[src/rtl/i2s_voice_sched.sv]
// Per-frame voice scheduler: on each synchronised lrclk rise, polls NUM_VOICES
// voices over a shared request/valid bus, sums their stereo samples with
// saturation and publishes the mix atomically on outLeft/outRight.
// Ports:
//   sclk, rst_n          clock, async active-low reset
//   lrclk                I2S frame clock (async, synchronised here)
//   mute                 per-voice mute, muted voices are skipped
//   voice_sel/sample_req voice index and request strobe to the voices
//   sample_valid/_left/_right  response from the selected voice
//   outLeft/outRight     published mix, frame_strobe pulses on update
//   busy                 polling sequence in progress
//   underrun_cnt         saturating count of voice timeouts
//   overrun              sticky, frame trigger arrived while busy
module i2s_voice_sched #(
  parameter int unsigned NUM_VOICES = 4,
  parameter int unsigned WIDTH      = 24,
  parameter int unsigned TIMEOUT    = 64,
  localparam int unsigned LG        = $clog2(NUM_VOICES),
  localparam int unsigned SEL_W     = (LG == 0) ? 1 : LG
) (
  input  logic                  sclk,
  input  logic                  rst_n,
  input  logic                  lrclk,
  input  logic [NUM_VOICES-1:0] mute,
  output logic [SEL_W-1:0]      voice_sel,
  output logic                  sample_req,
  input  logic                  sample_valid,
  input  logic [WIDTH-1:0]      sample_left,
  input  logic [WIDTH-1:0]      sample_right,
  output logic [WIDTH-1:0]      outLeft,
  output logic [WIDTH-1:0]      outRight,
  output logic                  frame_strobe,
  output logic                  busy,
  output logic [7:0]            underrun_cnt,
  output logic                  overrun
);

  localparam int unsigned ACC_W = WIDTH + LG;
  localparam int unsigned TMO_W = ($clog2(TIMEOUT) == 0) ? 1 : $clog2(TIMEOUT);
  localparam logic [SEL_W-1:0] LAST_IDX = SEL_W'(NUM_VOICES - 1);
  localparam logic [TMO_W-1:0] TMO_LAST = TMO_W'(TIMEOUT - 1);

  localparam logic [1:0] S_IDLE    = 2'd0;
  localparam logic [1:0] S_POLL    = 2'd1;
  localparam logic [1:0] S_WAIT    = 2'd2;
  localparam logic [1:0] S_PUBLISH = 2'd3;

  logic [1:0]       r_state, w_nxt_state;
  logic [SEL_W-1:0] r_idx, w_nxt_idx;
  logic [ACC_W-1:0] r_acc_l, r_acc_r, w_nxt_acc_l, w_nxt_acc_r;
  logic [TMO_W-1:0] r_tmo, w_nxt_tmo;
  logic             r_req, w_nxt_req;
  logic             r_busy, w_nxt_busy;
  logic             r_strobe, w_nxt_strobe;
  logic [WIDTH-1:0] r_out_l, r_out_r, w_nxt_out_l, w_nxt_out_r;
  logic [7:0]       r_und, w_nxt_und;
  logic             r_ovr, w_nxt_ovr;
  logic             r_lr_s1, r_lr_s2, r_lr_d;
  logic             w_trig;
  logic             w_adv;

  // Clamp a wide accumulator into the signed WIDTH range.
  function automatic logic [WIDTH-1:0] sat(input logic [ACC_W-1:0] a);
    logic [ACC_W-WIDTH:0] hi;
    hi = a[ACC_W-1:WIDTH-1];
    if ((&hi) || !(|hi)) return a[WIDTH-1:0];
    else if (a[ACC_W-1]) return {1'b1, {(WIDTH-1){1'b0}}};
    else return {1'b0, {(WIDTH-1){1'b1}}};
  endfunction

  assign w_trig = r_lr_s2 & ~r_lr_d;

  // Next-state and datapath.
  always_comb begin
    w_nxt_state  = r_state;
    w_nxt_idx    = r_idx;
    w_nxt_acc_l  = r_acc_l;
    w_nxt_acc_r  = r_acc_r;
    w_nxt_tmo    = r_tmo;
    w_nxt_req    = 1'b0;
    w_nxt_busy   = r_busy;
    w_nxt_strobe = 1'b0;
    w_nxt_out_l  = r_out_l;
    w_nxt_out_r  = r_out_r;
    w_nxt_und    = r_und;
    w_nxt_ovr    = r_ovr;
    w_adv        = 1'b0;

    case (r_state)
      S_IDLE: begin
        if (w_trig) begin
          w_nxt_state = S_POLL;
          w_nxt_idx   = '0;
          w_nxt_acc_l = '0;
          w_nxt_acc_r = '0;
          w_nxt_busy  = 1'b1;
        end
      end
      S_POLL: begin
        // r_req was precomputed from mute on entry, so request and skip agree.
        if (r_req) begin
          w_nxt_state = S_WAIT;
          w_nxt_tmo   = '0;
        end else begin
          w_adv = 1'b1;
        end
      end
      S_WAIT: begin
        if (sample_valid) begin
          w_nxt_acc_l = r_acc_l + ACC_W'($signed(sample_left));
          w_nxt_acc_r = r_acc_r + ACC_W'($signed(sample_right));
          w_adv       = 1'b1;
        end else if (r_tmo == TMO_LAST) begin
          if (r_und != 8'hFF) w_nxt_und = r_und + 8'd1;
          w_adv = 1'b1;
        end else begin
          w_nxt_tmo = r_tmo + TMO_W'(1);
        end
      end
      default: begin
        w_nxt_out_l  = sat(r_acc_l);
        w_nxt_out_r  = sat(r_acc_r);
        w_nxt_strobe = 1'b1;
        w_nxt_busy   = 1'b0;
        w_nxt_state  = S_IDLE;
      end
    endcase

    if (w_adv) begin
      if (r_idx == LAST_IDX) begin
        w_nxt_state = S_PUBLISH;
      end else begin
        w_nxt_idx   = r_idx + SEL_W'(1);
        w_nxt_state = S_POLL;
      end
    end

    // A trigger mid-sequence aborts it and restarts from voice 0.
    if (w_trig && (r_state != S_IDLE)) begin
      w_nxt_ovr    = 1'b1;
      w_nxt_state  = S_POLL;
      w_nxt_idx    = '0;
      w_nxt_acc_l  = '0;
      w_nxt_acc_r  = '0;
      w_nxt_busy   = 1'b1;
      w_nxt_strobe = 1'b0;
      w_nxt_out_l  = r_out_l;
      w_nxt_out_r  = r_out_r;
    end

    // Request is visible from the POLL cycle of an unmuted voice through WAIT.
    w_nxt_req = (w_nxt_state == S_WAIT) ||
                ((w_nxt_state == S_POLL) && !mute[w_nxt_idx]);
  end

  // State and output registers.
  always_ff @(posedge sclk or negedge rst_n) begin
    if (!rst_n) begin
      r_state  <= S_IDLE;
      r_idx    <= '0;
      r_acc_l  <= '0;
      r_acc_r  <= '0;
      r_tmo    <= '0;
      r_req    <= 1'b0;
      r_busy   <= 1'b0;
      r_strobe <= 1'b0;
      r_out_l  <= '0;
      r_out_r  <= '0;
      r_und    <= 8'd0;
      r_ovr    <= 1'b0;
      r_lr_s1  <= 1'b0;
      r_lr_s2  <= 1'b0;
      r_lr_d   <= 1'b0;
    end else begin
      r_state  <= w_nxt_state;
      r_idx    <= w_nxt_idx;
      r_acc_l  <= w_nxt_acc_l;
      r_acc_r  <= w_nxt_acc_r;
      r_tmo    <= w_nxt_tmo;
      r_req    <= w_nxt_req;
      r_busy   <= w_nxt_busy;
      r_strobe <= w_nxt_strobe;
      r_out_l  <= w_nxt_out_l;
      r_out_r  <= w_nxt_out_r;
      r_und    <= w_nxt_und;
      r_ovr    <= w_nxt_ovr;
      r_lr_s1  <= lrclk;
      r_lr_s2  <= r_lr_s1;
      r_lr_d   <= r_lr_s2;
    end
  end

  assign voice_sel    = r_idx;
  assign sample_req   = r_req;
  assign outLeft      = r_out_l;
  assign outRight     = r_out_r;
  assign frame_strobe = r_strobe;
  assign busy         = r_busy;
  assign underrun_cnt = r_und;
  assign overrun      = r_ovr;

endmodule

[config.mk]
export PLATFORM = sky130hd
export DESIGN_NAME = i2s_voice_sched
export DESIGN_NICKNAME = d
export VERILOG_FILES = /design/src/rtl/i2s_voice_sched.sv
export SDC_FILE = /design/constraint.sdc
export NUM_CORES = 1
export LEC_CHECK = 0
export CELL_PAD_IN_SITES_DETAIL_PLACEMENT = 0
export CELL_PAD_IN_SITES_GLOBAL_PLACEMENT = 1
export CORE_AREA = 2 2 122 213
export CTS_CLUSTER_DIAMETER = 150
export DETAILED_ROUTE_END_ITERATION = 16
export DIE_AREA = 0 0 124 215
export GPL_TIMING_DRIVEN = 0
export PLACE_DENSITY_LB_ADDON = 0.1
export SYNTH_ARGS = -nofsm -noshare
export SYNTH_HDL_FRONTEND = slang
export SYNTH_SLANG_ARGS = --single-unit
[constraint.sdc]
create_clock -name sclk -period 2.7 [get_ports sclk]
set_input_delay 0.27 -clock sclk [delete_from_list [all_inputs] [get_ports sclk]]
set_output_delay 0.27 -clock sclk [all_outputs]
set_load 0.02 [all_outputs]
## Word-level counts from Yosys, hierarchy flattened

Index checks and enable logic that the tools add are counted.

- Shifts and indexed selects: 0
- $mul: 0
- Reduce and logical (&&, ||, !) cells: 23
- $add $sub $neg: 5
- Eq/ne operators: 13
- Magnitude comparators: 1
- Divide/modulo/power cells: 0
- Bitwise logic cells: 5
- Multiplexer cells: 37

Operators by type and width:

| kind | count |
|---|---|
| two-way mux 26 bit | 5 |
| case mux 26 bit (2 select lines) | 2 |
| two-way mux 24 bit | 4 |
| adder 26 bit | 2 |
| two-way mux 2 bit | 10 |
| two-way mux 6 bit | 3 |
| case mux 6 bit (2 select lines) | 1 |
| AND reduction 3 bit | 3 |
| OR reduction 3 bit | 3 |
| adder 8 x 1 -> 8 bit (second input constant) | 1 |
| two-way mux 1 bit | 8 |
| inequality test 8 bit (second input constant) | 1 |
| AND reduction 4 bit | 2 |
| adder 6 x 1 -> 6 bit (second input constant) | 1 |
| == test 2 bit (second input constant) | 3 |
| == test 6 bit (second input constant) | 1 |
| inequality test 2 bit (second input constant) | 3 |
| inequality test 3 bit (second input constant) | 2 |
| case mux 2 bit (3 select lines) | 1 |
| == test 2 x 1 -> 1 bit (second input constant) | 2 |
| NOT 1 bit | 4 |
| case mux 1 bit (2 select lines) | 2 |
| AND reduction 2 bit | 2 |
| nonzero test 2 bit | 2 |
| 11 further kinds | 16 |

- Memory bits (read-only): 0
- Register bits: 125
- Bits in latches: 0
- Memories kept: 0
- Input bits: 56
- RAM bits: 0

## Longest topological paths before layout

Gate-level depths: netlist of run 1.

- Word-level depth: 12
- Depth in mapped cells: 11
- Depth with buffers taken out: 11

## Worst setup path after synthesis of run 1

No wires, ideal clock.

- Path type: reg-to-reg
- Start point: register r_acc_l[1]
- End point: register r_acc_l[25]
- Cell stages (with the launch flop): 10
- Setup slack: 78 ps
- Arrival: 2496 ps
- Data required time: 2574 ps
- Buffers on the path: 0
- Path through: dfrtp_1 > ha_1 > a211oi_1 > o21ai_0 > a21o_1 > a221oi_1 > o21ai_1 > a21oi_1 > mux2_2 > a221o_1

- Longest elaborated chain between the ends: 4

Ends and longest elaborated chain:

| element | line | source |
|---|---|---|
| start: declaration | 50 | `logic [ACC_W-1:0] r_acc_l, r_acc_r, w_nxt_acc_l, w_nxt_acc_r;` |
| start signal: assignment | 177 | `r_acc_l <= w_nxt_acc_l;` |
| adder 26 bit | 110 | `w_nxt_acc_l = r_acc_l + ACC_W'($signed(sample_left));` |
| two-way mux 26 bit | 109 | `if (sample_valid) begin` |
| case mux 26 bit (2 select lines) | 89 | `case (r_state)` |
| two-way mux 26 bit | 139 | `if (w_trig && (r_state != S_IDLE)) begin` |

Every way passes these cells. The select of a mux whose other input is x is not followed.
A chain may end at the register's enable or synchronous reset.

## Final worst setup path of run 1

- Start point: register r_acc_r[0]
- End point: register r_acc_r[24]

- Longest elaborated chain between the ends: 4

Ends and longest elaborated chain:

| element | line | source |
|---|---|---|
| start: declaration | 50 |  |
| start signal: assignment | 178 | `r_acc_r <= w_nxt_acc_r;` |
| adder 26 bit | 111 | `w_nxt_acc_r = r_acc_r + ACC_W'($signed(sample_right));` |
| two-way mux 26 bit | 109 |  |
| case mux 26 bit (2 select lines) | 89 |  |
| two-way mux 26 bit | 139 |  |

Every way passes these cells. The select of a mux whose other input is x is not followed.

==> results of run 1 <==
layout make-up:
type / count / area, um2 / area share
clock buffer: 21 / 470 / 0.0418
multi-input combinational: 838 / 5390 / 0.479
inverter: 23 / 86.3 / 0.00768
clock inverter: 8 / 140 / 0.0125
tap: 316 / 395 / 0.0352
timing repair buffer: 147 / 1430 / 0.127
buffer: 51 / 206 / 0.0184
sequential: 125 / 3130 / 0.278
cells by family (layout without fill, tap and decap cells):
group,after synthesis,count (layout)
adder cells (fa/ha/maj),59,59
XOR/XNOR,45,45
multiplexers,11,11
buffers and inverters,76,250
AO/OA/AOI/OAI,302,302
AND/OR/NAND/NOR,421,421
flip-flops,125,125
critical path, delay by kind of cell, from the launching register on:
kind / cells / cell delay (ns)
AOI/OAI and AO/OA: 5 / 1.43
buffers and inverters: 1 / 0.05
DFF: 1 / 0.40
adders and majority gates: 2 / 0.39
and+or+nand+nor: 3 / 0.28
Yosys cell counts (2+ instances only):
library cell	number	area (um2)
sky130_fd_sc_hd__o21a_1	8	60.1
sky130_fd_sc_hd__nor2_1	123	462
sky130_fd_sc_hd__a311oi_2	2	30.0
sky130_fd_sc_hd__a221o_1	2	20.0
sky130_fd_sc_hd__nand2_1	216	811
sky130_fd_sc_hd__o21ai_1	2	10.0
sky130_fd_sc_hd__inv_1	23	86.3
sky130_fd_sc_hd__nor3_1	13	65.1
sky130_fd_sc_hd__xnor2_1	23	201
sky130_fd_sc_hd__o21ai_0	162	811
sky130_fd_sc_hd__o31ai_1	9	67.6
sky130_fd_sc_hd__dfrtp_1	125	3130
sky130_fd_sc_hd__a32o_1	3	30.0
sky130_fd_sc_hd__nand3_1	15	75.1
sky130_fd_sc_hd__buf_1	6	22.5
sky130_fd_sc_hd__a31oi_1	5	31.3
sky130_fd_sc_hd__a21oi_1	37	185
sky130_fd_sc_hd__or3_1	6	37.5
sky130_fd_sc_hd__o21bai_1	5	37.5
sky130_fd_sc_hd__o211ai_1	4	30.0
sky130_fd_sc_hd__nor2b_1	8	50.1
sky130_fd_sc_hd__a22o_1	9	78.8
sky130_fd_sc_hd__clkbuf_1	47	176
sky130_fd_sc_hd__a2111oi_0	2	17.5
sky130_fd_sc_hd__a221oi_1	2	17.5
sky130_fd_sc_hd__a211oi_1	5	37.5
sky130_fd_sc_hd__a21boi_0	3	22.5
sky130_fd_sc_hd__mux2_2	8	90.1
sky130_fd_sc_hd__a21o_1	21	158
sky130_fd_sc_hd__and3_1	8	50.1
sky130_fd_sc_hd__xor2_1	22	193
sky130_fd_sc_hd__nand4_1	6	37.5
sky130_fd_sc_hd__nand2b_1	14	87.6
sky130_fd_sc_hd__and2_1	4	25.0
sky130_fd_sc_hd__ha_1	57	713
sky130_fd_sc_hd__mux2i_1	3	30.0
sky130_fd_sc_hd__fa_1	2	40.0
sky130_fd_sc_hd__nor4_1	3	18.8
path summary, 6_finish.rpt:
| path | endpoint | slack, ns | cells after the start |
|---|---|---|---|
| worst max register to register | r_acc_r[24] | 0.03 | 11 |
| worst min-delay path | outLeft[6] | 0.34 | 2 |
| worst min register to register | r_lr_s2 | 0.35 | 0 |
| max in group asynchronous | r_acc_r[0] | 1.54 | 3 |
| worst max-delay path | r_acc_r[24] | 0.03 | 11 |
| min in group sclk | r_acc_l[0] | 0.35 | 3 |
metal layers:
layer / share of wire / vias up / global-route usage
met5: 0 / - / 0
met4: 0.028 / 0 / 0.0801
met3: 0.026 / 36 / 0.0353
met2: 0.57 / 127 / 0.398
met1: 0.37 / 3692 / 0.214
li1: - / 3931 / -
registers in the layout, summed over array words and instances, names as in the netlist, 2 cells and up:
register / cells
voice_sel: 2
r_state: 2
outLeft: 24
outRight: 24
underrun_cnt: 8
r_acc_l: 26
r_tmo: 6
r_acc_r: 26
placed cells by master (no fill, tap or decap), types with 9 or more instances in the layout:
cell type,synthesis,routed
sky130_fd_sc_hd__clkbuf_1,47,33
sky130_fd_sc_hd__o21ai_1,2,10
sky130_fd_sc_hd__nor3_1,13,10
sky130_fd_sc_hd__xnor2_1,23,23
sky130_fd_sc_hd__a22o_1,9,9
sky130_fd_sc_hd__clkdlybuf4s50_1,0,115
sky130_fd_sc_hd__nor2_1,123,123
sky130_fd_sc_hd__clkbuf_16,0,17
sky130_fd_sc_hd__buf_4,0,27
sky130_fd_sc_hd__nand3_1,15,15
sky130_fd_sc_hd__a21o_1,21,21
sky130_fd_sc_hd__ha_1,57,38
sky130_fd_sc_hd__nand2b_1,14,13
sky130_fd_sc_hd__a21oi_1,37,32
sky130_fd_sc_hd__ha_4,0,16
sky130_fd_sc_hd__inv_1,23,20
sky130_fd_sc_hd__nand2_1,216,216
sky130_fd_sc_hd__clkbuf_2,0,12
sky130_fd_sc_hd__xor2_1,22,22
sky130_fd_sc_hd__o21ai_0,162,151
sky130_fd_sc_hd__dfrtp_1,125,123
stage by stage:
step	utilization	setup TNS (ns)	hold slack (ns)	setup slack [ns]
2_1_floorplan	-	0	-0.0256	0.0783
3_3_place_gp	0.395	-548.00	0.336	-4.20
3_5_place_dp	0.396	-25.27	0.269	-0.869
4_1_cts	0.437	-0.101	0.356	-0.0343
5_1_grt	0.449	-0.289	0.348	-0.122
6_report	0.449	0	0.340	0.0255
report_power, final:
group	total, mW	internal, mW	switching (mW)
sequential	2.33	2.14	0.187
clock	2.45	1.59	0.856
combinational	2.52	1.03	1.49
timing repair:
action	CTS	global route
setup buffers	16	12
hold endpoints to repair	50	0
gates cloned	0	0
resized for setup	52	56
pin swaps	21	27
hold buffers	1	0
setup endpoints to repair	100	87
==> metrics.log, run 1 <==
INFO  metric run_status = completed
INFO  metric yosys.area_share.xor_xnor = 0.0473
INFO  metric cts_root_buf = sky130_fd_sc_hd__clkbuf_16
INFO  metric syn_nets = approximately 1200
INFO  metric initial_standard_cell_utilization_of_the_core = 0.332
INFO  metric drive_above_1_share = 0.123
INFO  metric vias_per_cell = 5.09
INFO  metric synth.ff_latch_count = about 130
INFO  metric kind_of_capture_point_of_the_worst_setup_path = register
INFO  metric ctsLongestPathBuffers = 2
INFO  metric die-area = around 0.027 mm2
INFO  metric finalSetupViolations = 0
INFO  metric clk_pin_slew = around 0.06 ns
INFO  metric synthesis.area = about 0.0083 mm2
INFO  metric ys.warnings.count = 0
INFO  metric irDropWorstVdd = between 400 and 500 uV
INFO  metric synth-simple-area-share = 0.211
INFO  metric critical_path_required = about 3.0 ns
INFO  metric edff_count_synth = 0
INFO  metric finish.instance_area = between 0.01 and 0.015 mm2
INFO  metric yosysSeqAreaShare = 0.376
INFO  metric final_slew_viol_count = 0
INFO  metric drt_iter0_markers = between 200 and 300
INFO  metric slowest_stage_cell_on_the_critical_path = sky130_fd_sc_hd__a311oi_4
INFO  metric detailedRoute.firstPassIterationCount = 4
INFO  metric synth_top_family_by_area = compound AO/OA/AOI/OAI gates
INFO  metric powerDensity = between 600 and 700 mW/mm2
INFO  metric final-instance-count-excl-fill = roughly 1500
INFO  metric synth.area.mux_share = 0.0144
INFO  metric placedInstanceArea = ~0.01 mm2
INFO  metric arrival = about 3 ns
INFO  metric worstSkewPairLatency = about 0.44 ns
INFO  metric design.portCount = roughly 120
INFO  metric worstMarginPinSlew = slightly above 0.8 ns
INFO  metric slowest_delay = 0.46 ns
INFO  metric ys_dominant_reg_cell = sky130_fd_sc_hd__dfrtp_1
INFO  metric drc = 0
INFO  metric startpoint_type = register
INFO  metric post_synthesis_share_of_cell_area_spent_on_full_adders_half_adders_and_majority_gates = 0.0904
INFO  metric cts_buf_count = 17
INFO  metric grt_max_degree = 76
INFO  metric grt_first_pass_wirelength = 42200 um
INFO  metric total_leakage_power = between 4 and 5 nW
INFO  metric num_antenna_cells = 0
INFO  metric finalNetCount = 1318
INFO  metric numPortBuffers = 117
INFO  metric dp_cells = 1473
INFO  metric avg_cell_area_syn = 8.02 um2
INFO  metric synth_cell_types = 64
INFO  metric worstPathMaxFanout = 4
INFO  metric worstSetupStartpoint = r_acc_r[0]
INFO  metric fin_worst_skew = roughly 0.009 ns
INFO  metric cts.htree.levels = 4
INFO  metric setup_repair_after_global_routing_missed_its_margin = yes
INFO  metric globalRouteTotalUtil = 0.207
INFO  metric drt.antenna.violating_nets = 0
INFO  metric number_of_antenna_violations_at_the_first_check_in_global_routing = 0
INFO  metric grt-ovfl-total = 0
INFO  metric synth_compound_area_frac = 0.227
INFO  metric clock.fmax = between 300 and 400 MHz
INFO  metric sink_count = 125
INFO  metric die_height = between 200 and 250 um
INFO  metric routability_driven_placement_congestion_ratio = a little over 0.8
INFO  metric nFillCells = approximately 2600
INFO  metric std_cell_rows = between 70 and 80
INFO  metric finalHoldViolations = 0
INFO  metric vias = roughly 7800
INFO  metric die_width = around 120 um
INFO  metric async_flop_share = 1.00
INFO  metric max_cap_viol_count = 0
INFO  metric regToRegStartpoint = r_acc_r[0]
INFO  metric drt-total-wl = between 20000 and 30000 um
INFO  metric setup.worst_path.class = reg2reg
INFO  metric areaGrowthSynthToFinish = 35.0%
INFO  metric final_min_period_over_clock_period = 0.991
INFO  metric crit_chain = ha_4 > inv_2 > fa_2 > nor2b_2 > o211ai_1 > a31oi_4 > a311oi_4 > nor2_1 > a2111oi_4 > nor4b_1 > a211o_1
INFO  metric hold_path.class = in2async
INFO  metric via_count_of_the_first_global_routing_pass = roughly 8000
INFO  metric post-layout-total-power = between 7 and 8 mW
INFO  metric cts_tree = yes
INFO  metric finalCriticalPeriod = between 2 and 3 ns
INFO  metric postSynthCellCount = between 1000 and 1500
INFO  metric placeableCoreArea = 0.0250 mm2
INFO  metric hpwl = 19900 um
INFO  metric worst_slew_margin_rel = 0.448
INFO  metric avgRoutedWirePerCell = between 15 and 20 um
Note: power is estimated with default switching activity, not from simulation.
==> run 2: changes to the inputs <==
- CELL_PAD_IN_SITES_DETAIL_PLACEMENT: 0 -> 1
==> run 2 against run 1 <==
- the flow now finishes with violations (setup timing)
- global-route usage is 1.2 points higher
- flip-flop and latch count stayed put
- clock-buffer cell count is 3 higher
- setup slack worse by 0.050 ns
- critical path type unchanged
- critical endpoint unchanged
==> metrics.log, run 2 (synthesis gave the netlist of run 1 again) <==
INFO  metric worstSkewPairLatency = 0.44 ns (about the same)
INFO  metric worst_slew_margin_rel = 0.483 (+0.0344)
INFO  metric fraction_of_the_core_area_covered_by_cells_at_the_end_of_the_flow = 0.452 (+0.00310)
INFO  metric cts_tree = yes
INFO  metric cts_buf_count = 17 (unchanged)
INFO  metric grt_first_pass_wirelength = 44800 um (+6.0%)
INFO  metric layout.cells.most_common_list = sky130_fd_sc_hd__nand2_1, sky130_fd_sc_hd__o21ai_0, sky130_fd_sc_hd__dfrtp_1
INFO  metric hold-worst-slack = 0.290 ns (-0.0504 ns)
INFO  metric grt_max_degree = 76 (unchanged)
INFO  metric wl_met2 = 16200 um (+7.8%)
INFO  metric final_slew_viol_count = 0 (unchanged)
INFO  metric irDropWorstVdd = 365 uV (-20%)
INFO  metric largest_registers = r_acc_l: 26 flops, r_acc_r: 26 flops
INFO  metric worstMarginPinSlew = 0.768 ns (-0.0521 ns)
INFO  metric timing.final.ws_setup = -0.0241 ns (-0.0497 ns)
INFO  metric kind_of_capture_point_of_the_worst_setup_path = register
INFO  metric finalCriticalPeriod = 2.72 ns (+0.0497 ns)
INFO  metric finalHoldViolations = 0 (unchanged)
INFO  metric powerDensity = 650 mW/mm2 (+0.25%)
INFO  metric run_status = finished with violations
INFO  metric number_of_antenna_violations_at_the_first_check_in_global_routing = 0 (unchanged)
INFO  metric drt_iter0_markers = 233 (-7.9%)
INFO  metric total_leakage_power = 4.85 nW (+0.97%)
INFO  metric violations = setup timing
INFO  metric setup.worst_path.class = reg2reg
INFO  metric sum_of_negative_setup_slack = -0.0241 ns (-0.0241 ns)
INFO  metric avgRoutedWirePerCell = 18.3 um (+6.7%)
INFO  metric placeableCoreArea = 0.0250 mm2 (unchanged)
INFO  metric mostFrequentLayoutCell = sky130_fd_sc_hd__nand2_1
INFO  metric num_antenna_cells = 0 (unchanged)
INFO  metric cts.htree.levels = 4 (unchanged)
INFO  metric detailedRoute.firstPassIterationCount = 4 (unchanged)
INFO  metric areaGrowthSynthToFinish = 35.9%
INFO  metric die_width = 124 um (unchanged)
INFO  metric ctsLongestPathBuffers = 2 (unchanged)
INFO  metric clock.fmax = 367 MHz (-1.8%)
INFO  metric grt-ovfl-total = 0 (unchanged)
INFO  metric hold_path.class = in2reg
INFO  metric vias = 8028 (+3.1%)
INFO  metric critical_path_required = 3.02 ns (about the same)
INFO  metric highest-signal-layer = met4
INFO  metric fin_worst_skew = 0.00819 ns (-0.000983 ns)
INFO  metric max_cap_viol_count = 0 (unchanged)
INFO  metric die_height = 215 um (unchanged)
INFO  metric cts_root_buf = sky130_fd_sc_hd__clkbuf_16
INFO  metric clk_pin_slew = 0.06 ns (about the same)
INFO  metric wl_met3 = 636 um (-6.7%)
INFO  metric arrival = 3.04 ns (+0.04 ns)
INFO  metric die-area = 0.0267 mm2 (unchanged)
INFO  metric drive_above_1_share = 0.130 (+0.00739)
INFO  metric nFillCells = 3017 (+17%)
INFO  metric hpwl = 21100 um (+5.9%)
INFO  metric vias_per_cell = 5.22 (+2.6%)
INFO  metric post-layout-total-power = 7.36 mW (+0.95%)
INFO  metric drt.antenna.violating_nets = 0 (unchanged)
INFO  metric globalRouteTotalUtil = 0.219 (+0.0123)
INFO  metric design.portCount = 118 (unchanged)
INFO  metric worstPathMaxFanout = 5 (+1)
INFO  metric sink_count = 125 (unchanged)
INFO  metric finalSetupViolations = 1 (+1)
INFO  metric drt-total-wl = 28100 um (+7.2%)
INFO  metric final_min_period_over_clock_period = 1.01 (+0.0184)
INFO  metric startpoint_type = register
INFO  metric std_cell_rows = 77 (unchanged)
INFO  metric setup_repair_after_global_routing_missed_its_margin = yes
INFO  metric routability_driven_placement_congestion_ratio = 0.830 (unchanged)
INFO  metric initial_standard_cell_utilization_of_the_core = 0.332 (unchanged)
INFO  metric drc = 0 (unchanged)
INFO  metric via_count_of_the_first_global_routing_pass = 8607 (+7.2%)
INFO  metric wl_met1 = 10500 um (+7.2%)
INFO  metric finalNetCount = 1324 (+0.46%)
INFO  metric numPortBuffers = 117 (unchanged)
## run 2: worst max-delay path: stages, from the launching register on
cell	delay, ns
sky130_fd_sc_hd__dfrtp_1	0.42
sky130_fd_sc_hd__ha_4	0.26
sky130_fd_sc_hd__buf_4	0.14
sky130_fd_sc_hd__nor2b_2	0.15
sky130_fd_sc_hd__o211ai_1	0.20
sky130_fd_sc_hd__buf_4	0.18
sky130_fd_sc_hd__a31oi_4	0.14
sky130_fd_sc_hd__a311oi_4	0.43
sky130_fd_sc_hd__nor2_2	0.10
sky130_fd_sc_hd__a2111oi_4	0.25
sky130_fd_sc_hd__nor4b_1	0.10
sky130_fd_sc_hd__a211o_1	0.23
## run 2: worst paths after layout
check | from | endpoint | slack [ns] | depth (start not counted)
setup / recovery | r_acc_r[2] | r_acc_r[24] | -0.02 | 11
hold / removal | sample_right[0] | r_acc_r[0] | 0.29 | 3
setup reg to reg | r_acc_r[2] | r_acc_r[24] | -0.02 | 11
hold reg to reg | r_lr_s1 | r_lr_s2 | 0.35 | 0
max in group asynchronous | rst_n | outRight[6] | 1.54 | 3
min in group asynchronous | rst_n | outLeft[6] | 0.36 | 2
## run 2: stage by stage
stage / cell area, um2 / std cells / setup slack, ns
CTS: 11000 / 1521 / -0.0185
finish: 11300 / 1537 / -0.0241
detailed placement: 9920 / 1473 / -0.854
floorplan: 8330 / 1039 / 0.0783
global placement: 9890 / 1472 / -4.20
global route: 11300 / 1537 / -0.141
## run 2: final cells by class
class	count	area, um2	area share
multi-input cells	838	5400	0.477
flip-flops and latches	125	3130	0.276
repair buffers	153	1480	0.131
clock buffers	24	482	0.0426
well taps	316	395	0.0349
plain buffers	51	213	0.0188
clock inverters	7	135	0.0119
inverters	23	86.3	0.00763
## run 2: report_power, final
part,switching (mW),internal (mW),total [mW]
clock network,0.866,1.61,2.47
registers,0.192,2.14,2.33
logic,1.52,1.03,2.56
total,2.58,4.78,7.36
## run 2: what timing repair did
item	in CTS	in global routing
hold buffers	1	0
setup endpoints to repair	100	78
pin swaps	24	31
gates resized for setup	59	63
setup buffers	17	17
endpoints found under the hold margin	50	0
## run 2: layer usage
layer	up-vias	track usage
li1	3951	-
met5	-	0
met3	37	0.0324
met1	3917	0.223
met2	123	0.425
met4	0	0.0921
